[config.mk]
export PLATFORM = sky130hd
export DESIGN_NAME = ls_ctrl
export DESIGN_NICKNAME = d
export VERILOG_FILES = /design/src/rtl/ls_ctrl.sv
export SDC_FILE = /design/constraint.sdc
export NUM_CORES = 1
export LEC_CHECK = 0
export ABC_AREA = 1
export ABC_CLOCK_PERIOD_IN_PS = 2710
export BUFFER_PORTS_ARGS = -buffer_cell sky130_fd_sc_hd__buf_2
export CAP_MARGIN = 20
export CELL_PAD_IN_SITES_DETAIL_PLACEMENT = 1
export CELL_PAD_IN_SITES_GLOBAL_PLACEMENT = 2
export CORE_MARGIN = 1
export CORE_UTILIZATION = 30
export CTS_CLUSTER_SIZE = 28
export DETAILED_ROUTE_END_ITERATION = 10
export PLACE_DENSITY_LB_ADDON = 0.3
export SYNTH_ARGS = -nofsm -noshare
export SYNTH_HDL_FRONTEND = slang
export SYNTH_SLANG_ARGS = --single-unit
[constraint.sdc]
create_clock -name clk_in -period 2.71 [get_ports clk_in]
set_clock_uncertainty 0.15 [all_clocks]
set_input_delay 0.1355 -clock clk_in [delete_from_list [all_inputs] [get_ports clk_in]]
set_output_delay 0.1355 -clock clk_in [all_outputs]
set_load 0.05 [all_outputs]
[src/rtl/ls_ctrl.sv]
// rtl/ls_ctrl.sv - load/store execution unit: byte-serial memory transfers and LS CDB broadcast
//
// Holds one memory op at a time. It computes EA = vj + imm and moves 1/2/4 bytes,
// little-endian, through the memory arbiter. It then broadcasts the result on the
// LS CDB for one cycle.
//
// Optional feature: define LSC_PERF_CNT_EN to add the ld/st/io completed-op counters.
//
// Ports:
//   clk_in, rst_n_in          clock, synchronous active-low reset
//   rdy_in                    global enable; all state holds when low
//   rdy_lsb_in .. rob_id_lsb_in  op issue from the LS buffer
//   idle_lsb_out              high while no op is held
//   mem_req_out/mem_wr_out/mem_a_out/mem_dout_out  byte request to the arbiter
//   mem_gnt_in, mem_din_in    grant; read byte arrives the cycle after its grant
//   rdy_cdb_out/result_cdb_out/rob_id_cdb_out      LS CDB broadcast
//   refresh_rob_cdb_in        pipeline flush
//   ld_cnt_out/st_cnt_out/io_cnt_out   completed-op counters (LSC_PERF_CNT_EN only)

`ifndef OP_WIDTH
`define OP_WIDTH 4
`endif
`ifndef DATA_WIDTH
`define DATA_WIDTH 32
`endif
`ifndef ROB_WIDTH
`define ROB_WIDTH 4
`endif
`ifndef LB
`define LB  4'd0
`define LH  4'd1
`define LW  4'd2
`define LBU 4'd3
`define LHU 4'd4
`define SB  4'd5
`define SH  4'd6
`define SW  4'd7
`endif

module ls_ctrl #(
    parameter int          ADDR_W  = 32,
    parameter logic [31:0] IO_BASE = 32'h30000
) (
    input  logic                   clk_in,
    input  logic                   rst_n_in,
    input  logic                   rdy_in,
    input  logic                   rdy_lsb_in,
    input  logic [`OP_WIDTH-1:0]   opcode_lsb_in,
    input  logic [`DATA_WIDTH-1:0] vj_lsb_in,
    input  logic [`DATA_WIDTH-1:0] vk_lsb_in,
    input  logic [`DATA_WIDTH-1:0] imm_lsb_in,
    input  logic [`ROB_WIDTH-1:0]  rob_id_lsb_in,
    output logic                   idle_lsb_out,
    output logic                   mem_req_out,
    output logic                   mem_wr_out,
    output logic [ADDR_W-1:0]      mem_a_out,
    output logic [7:0]             mem_dout_out,
    input  logic                   mem_gnt_in,
    input  logic [7:0]             mem_din_in,
    output logic                   rdy_cdb_out,
    output logic [`DATA_WIDTH-1:0] result_cdb_out,
    output logic [`ROB_WIDTH-1:0]  rob_id_cdb_out,
    input  logic                   refresh_rob_cdb_in
`ifdef LSC_PERF_CNT_EN
    ,
    output logic [31:0]            ld_cnt_out,
    output logic [31:0]            st_cnt_out,
    output logic [31:0]            io_cnt_out
`endif
);

    // S_LAST is a one-cycle tail after the final grant: loads capture their last
    // read byte there, stores use it as the write-settle slot before broadcasting.
    typedef enum logic [1:0] {S_IDLE, S_XFER, S_LAST, S_DONE} state_t;

    state_t                 state;
    logic [`OP_WIDTH-1:0]   op;
    logic [ADDR_W-1:0]      ea;
    logic [31:0]            st_data;
    logic [31:0]            ld_data;
    logic [`ROB_WIDTH-1:0]  tag;
    logic [2:0]             len;
    logic [2:0]             k;
    logic                   is_store;
    logic                   flushed;
    logic                   cap_pend;
    logic [1:0]             cap_idx;

    logic [2:0]             k_nx;
    logic [7:0]             st_byte;
    logic [ADDR_W-1:0]      ea_in;
    logic [31:0]            ld_full;
    logic [31:0]            ld_ext;
    logic                   load_abort;

    function automatic logic [2:0] op_len(input logic [`OP_WIDTH-1:0] o);
        case (o)
            `LB, `LBU, `SB: op_len = 3'd1;
            `LH, `LHU, `SH: op_len = 3'd2;
            default:        op_len = 3'd4;
        endcase
    endfunction

    function automatic logic op_is_store(input logic [`OP_WIDTH-1:0] o);
        op_is_store = (o == `SB) || (o == `SH) || (o == `SW);
    endfunction

    assign idle_lsb_out = (state == S_IDLE);
    assign k_nx         = k + 3'd1;
    assign st_byte      = st_data[{k_nx[1:0], 3'b000} +: 8];
    assign ea_in        = ADDR_W'(vj_lsb_in + imm_lsb_in);
    assign load_abort   = refresh_rob_cdb_in && !is_store;

    // Load value including a byte still arriving this cycle, so S_LAST can
    // publish the complete word on the same edge that captures the last byte.
    always_comb begin
        ld_full = ld_data;
        if (cap_pend) begin
            ld_full[{cap_idx, 3'b000} +: 8] = mem_din_in;
        end
    end

    always_comb begin
        ld_ext = 32'd0;
        case (op)
            `LB:     ld_ext = {{24{ld_full[7]}}, ld_full[7:0]};
            `LH:     ld_ext = {{16{ld_full[15]}}, ld_full[15:0]};
            `LBU:    ld_ext = {24'd0, ld_full[7:0]};
            `LHU:    ld_ext = {16'd0, ld_full[15:0]};
            `LW:     ld_ext = ld_full;
            default: ld_ext = 32'd0;
        endcase
    end

    always_ff @(posedge clk_in) begin
        if (!rst_n_in) begin
            state          <= S_IDLE;
            op             <= '0;
            ea             <= '0;
            st_data        <= '0;
            ld_data        <= '0;
            tag            <= '0;
            len            <= '0;
            k              <= '0;
            is_store       <= 1'b0;
            flushed        <= 1'b0;
            cap_pend       <= 1'b0;
            cap_idx        <= '0;
            mem_req_out    <= 1'b0;
            mem_wr_out     <= 1'b0;
            mem_a_out      <= '0;
            mem_dout_out   <= '0;
            rdy_cdb_out    <= 1'b0;
            result_cdb_out <= '0;
            rob_id_cdb_out <= '0;
`ifdef LSC_PERF_CNT_EN
            ld_cnt_out     <= '0;
            st_cnt_out     <= '0;
            io_cnt_out     <= '0;
`endif
        end else if (rdy_in) begin
            cap_pend <= 1'b0;
            if (cap_pend) begin
                ld_data[{cap_idx, 3'b000} +: 8] <= mem_din_in;
            end
            case (state)
                S_IDLE: begin
                    if (rdy_lsb_in && !refresh_rob_cdb_in) begin
                        op           <= opcode_lsb_in;
                        ea           <= ea_in;
                        st_data      <= vk_lsb_in;
                        tag          <= rob_id_lsb_in;
                        len          <= op_len(opcode_lsb_in);
                        is_store     <= op_is_store(opcode_lsb_in);
                        k            <= 3'd0;
                        flushed      <= 1'b0;
                        ld_data      <= '0;
                        mem_req_out  <= 1'b1;
                        mem_wr_out   <= op_is_store(opcode_lsb_in);
                        mem_a_out    <= ea_in;
                        mem_dout_out <= vk_lsb_in[7:0];
                        state        <= S_XFER;
                    end
                end
                S_XFER: begin
                    if (load_abort) begin
                        mem_req_out <= 1'b0;
                        mem_wr_out  <= 1'b0;
                        cap_pend    <= 1'b0;
                        state       <= S_IDLE;
                    end else begin
                        // A flushed store is already committed: finish it quietly.
                        if (refresh_rob_cdb_in) begin
                            flushed <= 1'b1;
                        end
                        if (mem_gnt_in) begin
                            k <= k_nx;
                            if (!is_store) begin
                                cap_pend <= 1'b1;
                                cap_idx  <= k[1:0];
                            end
                            if (k_nx == len) begin
                                mem_req_out <= 1'b0;
                                mem_wr_out  <= 1'b0;
                                state       <= S_LAST;
                            end else begin
                                mem_a_out    <= ea + ADDR_W'(k_nx);
                                mem_dout_out <= st_byte;
                            end
                        end
                    end
                end
                S_LAST: begin
                    if (load_abort) begin
                        state <= S_IDLE;
                    end else begin
                        rdy_cdb_out    <= !(flushed || refresh_rob_cdb_in);
                        result_cdb_out <= ld_ext;
                        rob_id_cdb_out <= tag;
                        state          <= S_DONE;
`ifdef LSC_PERF_CNT_EN
                        if (is_store) begin
                            st_cnt_out <= st_cnt_out + 32'd1;
                        end else begin
                            ld_cnt_out <= ld_cnt_out + 32'd1;
                        end
                        if (ea >= ADDR_W'(IO_BASE)) begin
                            io_cnt_out <= io_cnt_out + 32'd1;
                        end
`endif
                    end
                end
                default: begin
                    rdy_cdb_out <= 1'b0;
                    state       <= S_IDLE;
                end
            endcase
        end
    end

endmodule

==> results_dict.tcl <==
set metrics [dict create \
    ios 198 \
    synth_edf_count 0 \
    die_w_um 200 \
    fmax_mhz 410 \
    critPathLaunchType "flip-flop" \
    syn-instance-count 1870 \
    syn_area_per_cell_um2 6.30 \
    p_clk_share_pct 34.4 \
    grt_pass1_wl_um 70200 \
    drt_first_pass_iters 5 \
    dp_hpwl_um 32700 \
    cts_setup_buffers 0 \
    grt_pass1_vias 12900 \
    path_max_fanout 5 \
    final_max_slew_viol_count 0 \
    power_switching_mw 2.87 \
    wl_per_cell_um 16.8 \
    worst_slew_pin_slew_ns 0.919 \
    antenna_found_initial 0 \
    hold_class "input pin to flip-flop" \
    critPathBufInv 2 \
    yosysWarnings 0 \
    chipHeight_um 200 \
    rows 72 \
    period_needed_ns 2.44 \
    status "completed" \
    worstPathRequired_ns 2.96 \
    finalSetupViolCount 0 \
    synth_ff_type "dfxtp_1" \
    power_frac_seq_pct 40.4 \
    cts.sinks 196 \
    leakagePower_nw 6.92 \
    fill_cells 5140 \
    synth.area.top_cells "dfxtp_1 (33%), nand2_1 (19%), inv_1 (6.9%)" \
    htreeDepth 4 \
    synthArstFlopShare_pct 0 \
    syn-num-nets 2030 \
    clockBufferDepth 2 \
    core_mm2 0.0386 \
    drt_wl_total_um 44000 \
    place.gp.congestion 0.862 \
    cp-end-kind "flip-flop" \
    power.density_mw_per_mm2 540 \
    grt.overflow.total 0 \
    insertion_delay_ns 0.47 \
    peakVddDrop_mv 0.433 \
    slew_headroom_pct 38.3 \
    final_hold_viol_count 0 \
    antenna_left 0 \
    drtIter0Drc 436 \
    layout.nets 2254 \
    criticalPathCategory "flip-flop to flip-flop" \
    crit_chain "ha_1 > xor2_2 > ha_4 > nand2_1 > nand2_1 > nand2_1 > inv_2 > nand2_1 > nor3_1 > xor2_1 > nand2_1 > nand3_1 > nand2_1 > inv_1" \
    mostFrequentLayoutCells "nand2_1 (585), inv_1 (214), buf_2 (197)" \
    netlist_area_mm2 0.0118 \
    cap_violations 0 \
    power.internal_mw 4.96 \
    critPathArrivalTime_ns 2.69 \
    worst_path_most_repeated_cell "nand2_1" \
    start_util_pct 30.5 \
    drc 0 \
    finalCritPeriodShare_pct 90.0 \
    critPathMaxStageDelay_ns 0.33 \
    synth_area_leader_cell "dfxtp_1" \
    drive_gt1_share_pct 14.8 \
    layout_commonest_cell "nand2_1" \
    fin_setup_tns_ns 0 \
    sw_frac_of_total_pct 36.6 \
    cp_top_family "simple AND/OR/NAND/NOR gates" \
    cts_tree "built" \
    cp_slowest_cell "dfxtp_1" \
    comb_power_share_pct 25.3 \
    cts_buffers 17 \
    viasPerCell 4.84 \
    grt_max_degree 89 \
    yosysTopAreaCellShare_pct 33.3 \
    dp_slack_ns 0.138 \
    vias 12700 \
    cts.clk_slew.worst_paths_ns 0.08 \
    dieArea_mm2 0.0400 \
    cts_root_buffer "clkbuf_16" \
    grt_use_total_pct 22.1 \
    antenna_cells 0 \
    ys_seq_area_share_pct 33.3 \
    io_buffer_count 197 \
    area_delta_synth_final_pct 23.1 \
    synth_seq_cells 196 \
    fin_ws_ns 0.270 \
    rsz0062_at_grt "no" \
    synth_cell_type_count 47 \
]
synth_stat cells (4+ instances only):
cell type,number
ha_1,40
a31oi_1,15
buf_4,4
nand2_1,586
nand3_1,97
buf_1,4
dfxtp_1,196
nor2_1,187
nand3_2,5
xor2_1,23
nand4_1,9
o21ai_0,126
nand3b_1,7
nor2_2,5
inv_2,14
a32o_1,7
clkbuf_1,44
a21oi_1,161
o211ai_1,19
a21boi_0,6
buf_2,22
o31ai_1,7
nor3_1,23
inv_1,215
xnor2_1,6
timing repair:
item,in CTS,in global routing
endpoints found under the hold margin,73,0
resized for setup,0,9
endpoints found under the setup margin,0,12
hold buffers,51,0
per-layer routing:
metal / share of wire (%) / vias up / routed length [µm] / GRT usage (%)
met5: 0 / - / 0 / 0
met2: 49 / 194 / 21800 / 39.2
met4: 2.3 / 0 / 992 / 6.48
li1: - / 6427 / - / -
met1: 46 / 6040 / 20000 / 27.6
met3: 2.7 / 42 / 1200 / 3.19
logic make-up (layout without fill, tap and decap cells):
family / after synthesis / count (layout) / share of synthesized area (%)
AND/OR/NAND/NOR: 933 / 933 / 32.5
adder cells (fa/ha/maj): 42 / 42 / 4.59
flip-flops: 196 / 196 / 33.3
buffers and inverters: 307 / 544 / 10.4
XOR/XNOR: 30 / 30 / 2.30
AO/OA/AOI/OAI: 362 / 362 / 17.0
layout make-up:
class | instances | area (µm²) | share of cell area (%)
Multi-Input combinational cell | 1367 | 6680 | 46.0
Sequential cell | 196 | 3920 | 27.1
Timing Repair Buffer | 282 | 1780 | 12.3
Inverter | 230 | 870 | 6.00
Tap cell | 518 | 648 | 4.47
Clock buffer | 17 | 425 | 2.93
Clock inverter | 15 | 180 | 1.24
power groups by stage:
| stage | Clock (mW) | Combinational [mW] | Sequential [mW] |
|---|---|---|---|
| finish | 2.69 | 1.98 | 3.16 |
| global route | 2.86 | 2.19 | 3.18 |
| CTS | 2.77 | 2.00 | 3.16 |
| detailed placement | 0 | 1.93 | 3.23 |
| global placement | 0 | 1.92 | 3.23 |
| floorplan | 0 | 1.05 | 3.43 |
worst min-delay path, stage by stage:
cell and delay (ns):
buf_2 0.12, nand2_1 0.11, a21oi_1 0.09, o2111ai_1 0.10, a211oi_1 0.07
stage by stage:
step	utilization, %	total power, mW	hold slack (ns)	cell area, µm²	instances
finish	37.5	7.83	0.0654	14500	2625
global route	37.5	8.23	0.0969	14500	2625
CTS	37.4	7.93	0.0352	14500	2625
detailed placement	34.5	5.16	0.250	13400	2542
global placement	34.5	5.14	0.239	13400	2542
floorplan	-	4.48	0.146	11800	1870
sequential cells by signal (all words and copies together), names as in the netlist:
register	flops
ld_data	32
k	3
tag	4
op	4
ea	32
len	3
mem_a_out	32
mem_dout_out	8
flushed	1
result_cdb_out	32
cap_idx	2
mem_wr_out	1
rdy_cdb_out	1
cap_pend	1
state	2
rob_id_cdb_out	4
is_store	1
st_data	32
mem_req_out	1
final timing paths:
kind              start             to  slack, ns  cells after the start
min reg2reg  st_data[6]     st_data[6]       0.31                      2
min          rdy_lsb_in        flushed       0.07                      5
max                k[0]  mem_a_out[24]       0.27                     14
max reg2reg        k[0]  mem_a_out[24]       0.27                     14
Note: power is estimated with default switching activity, not from simulation.
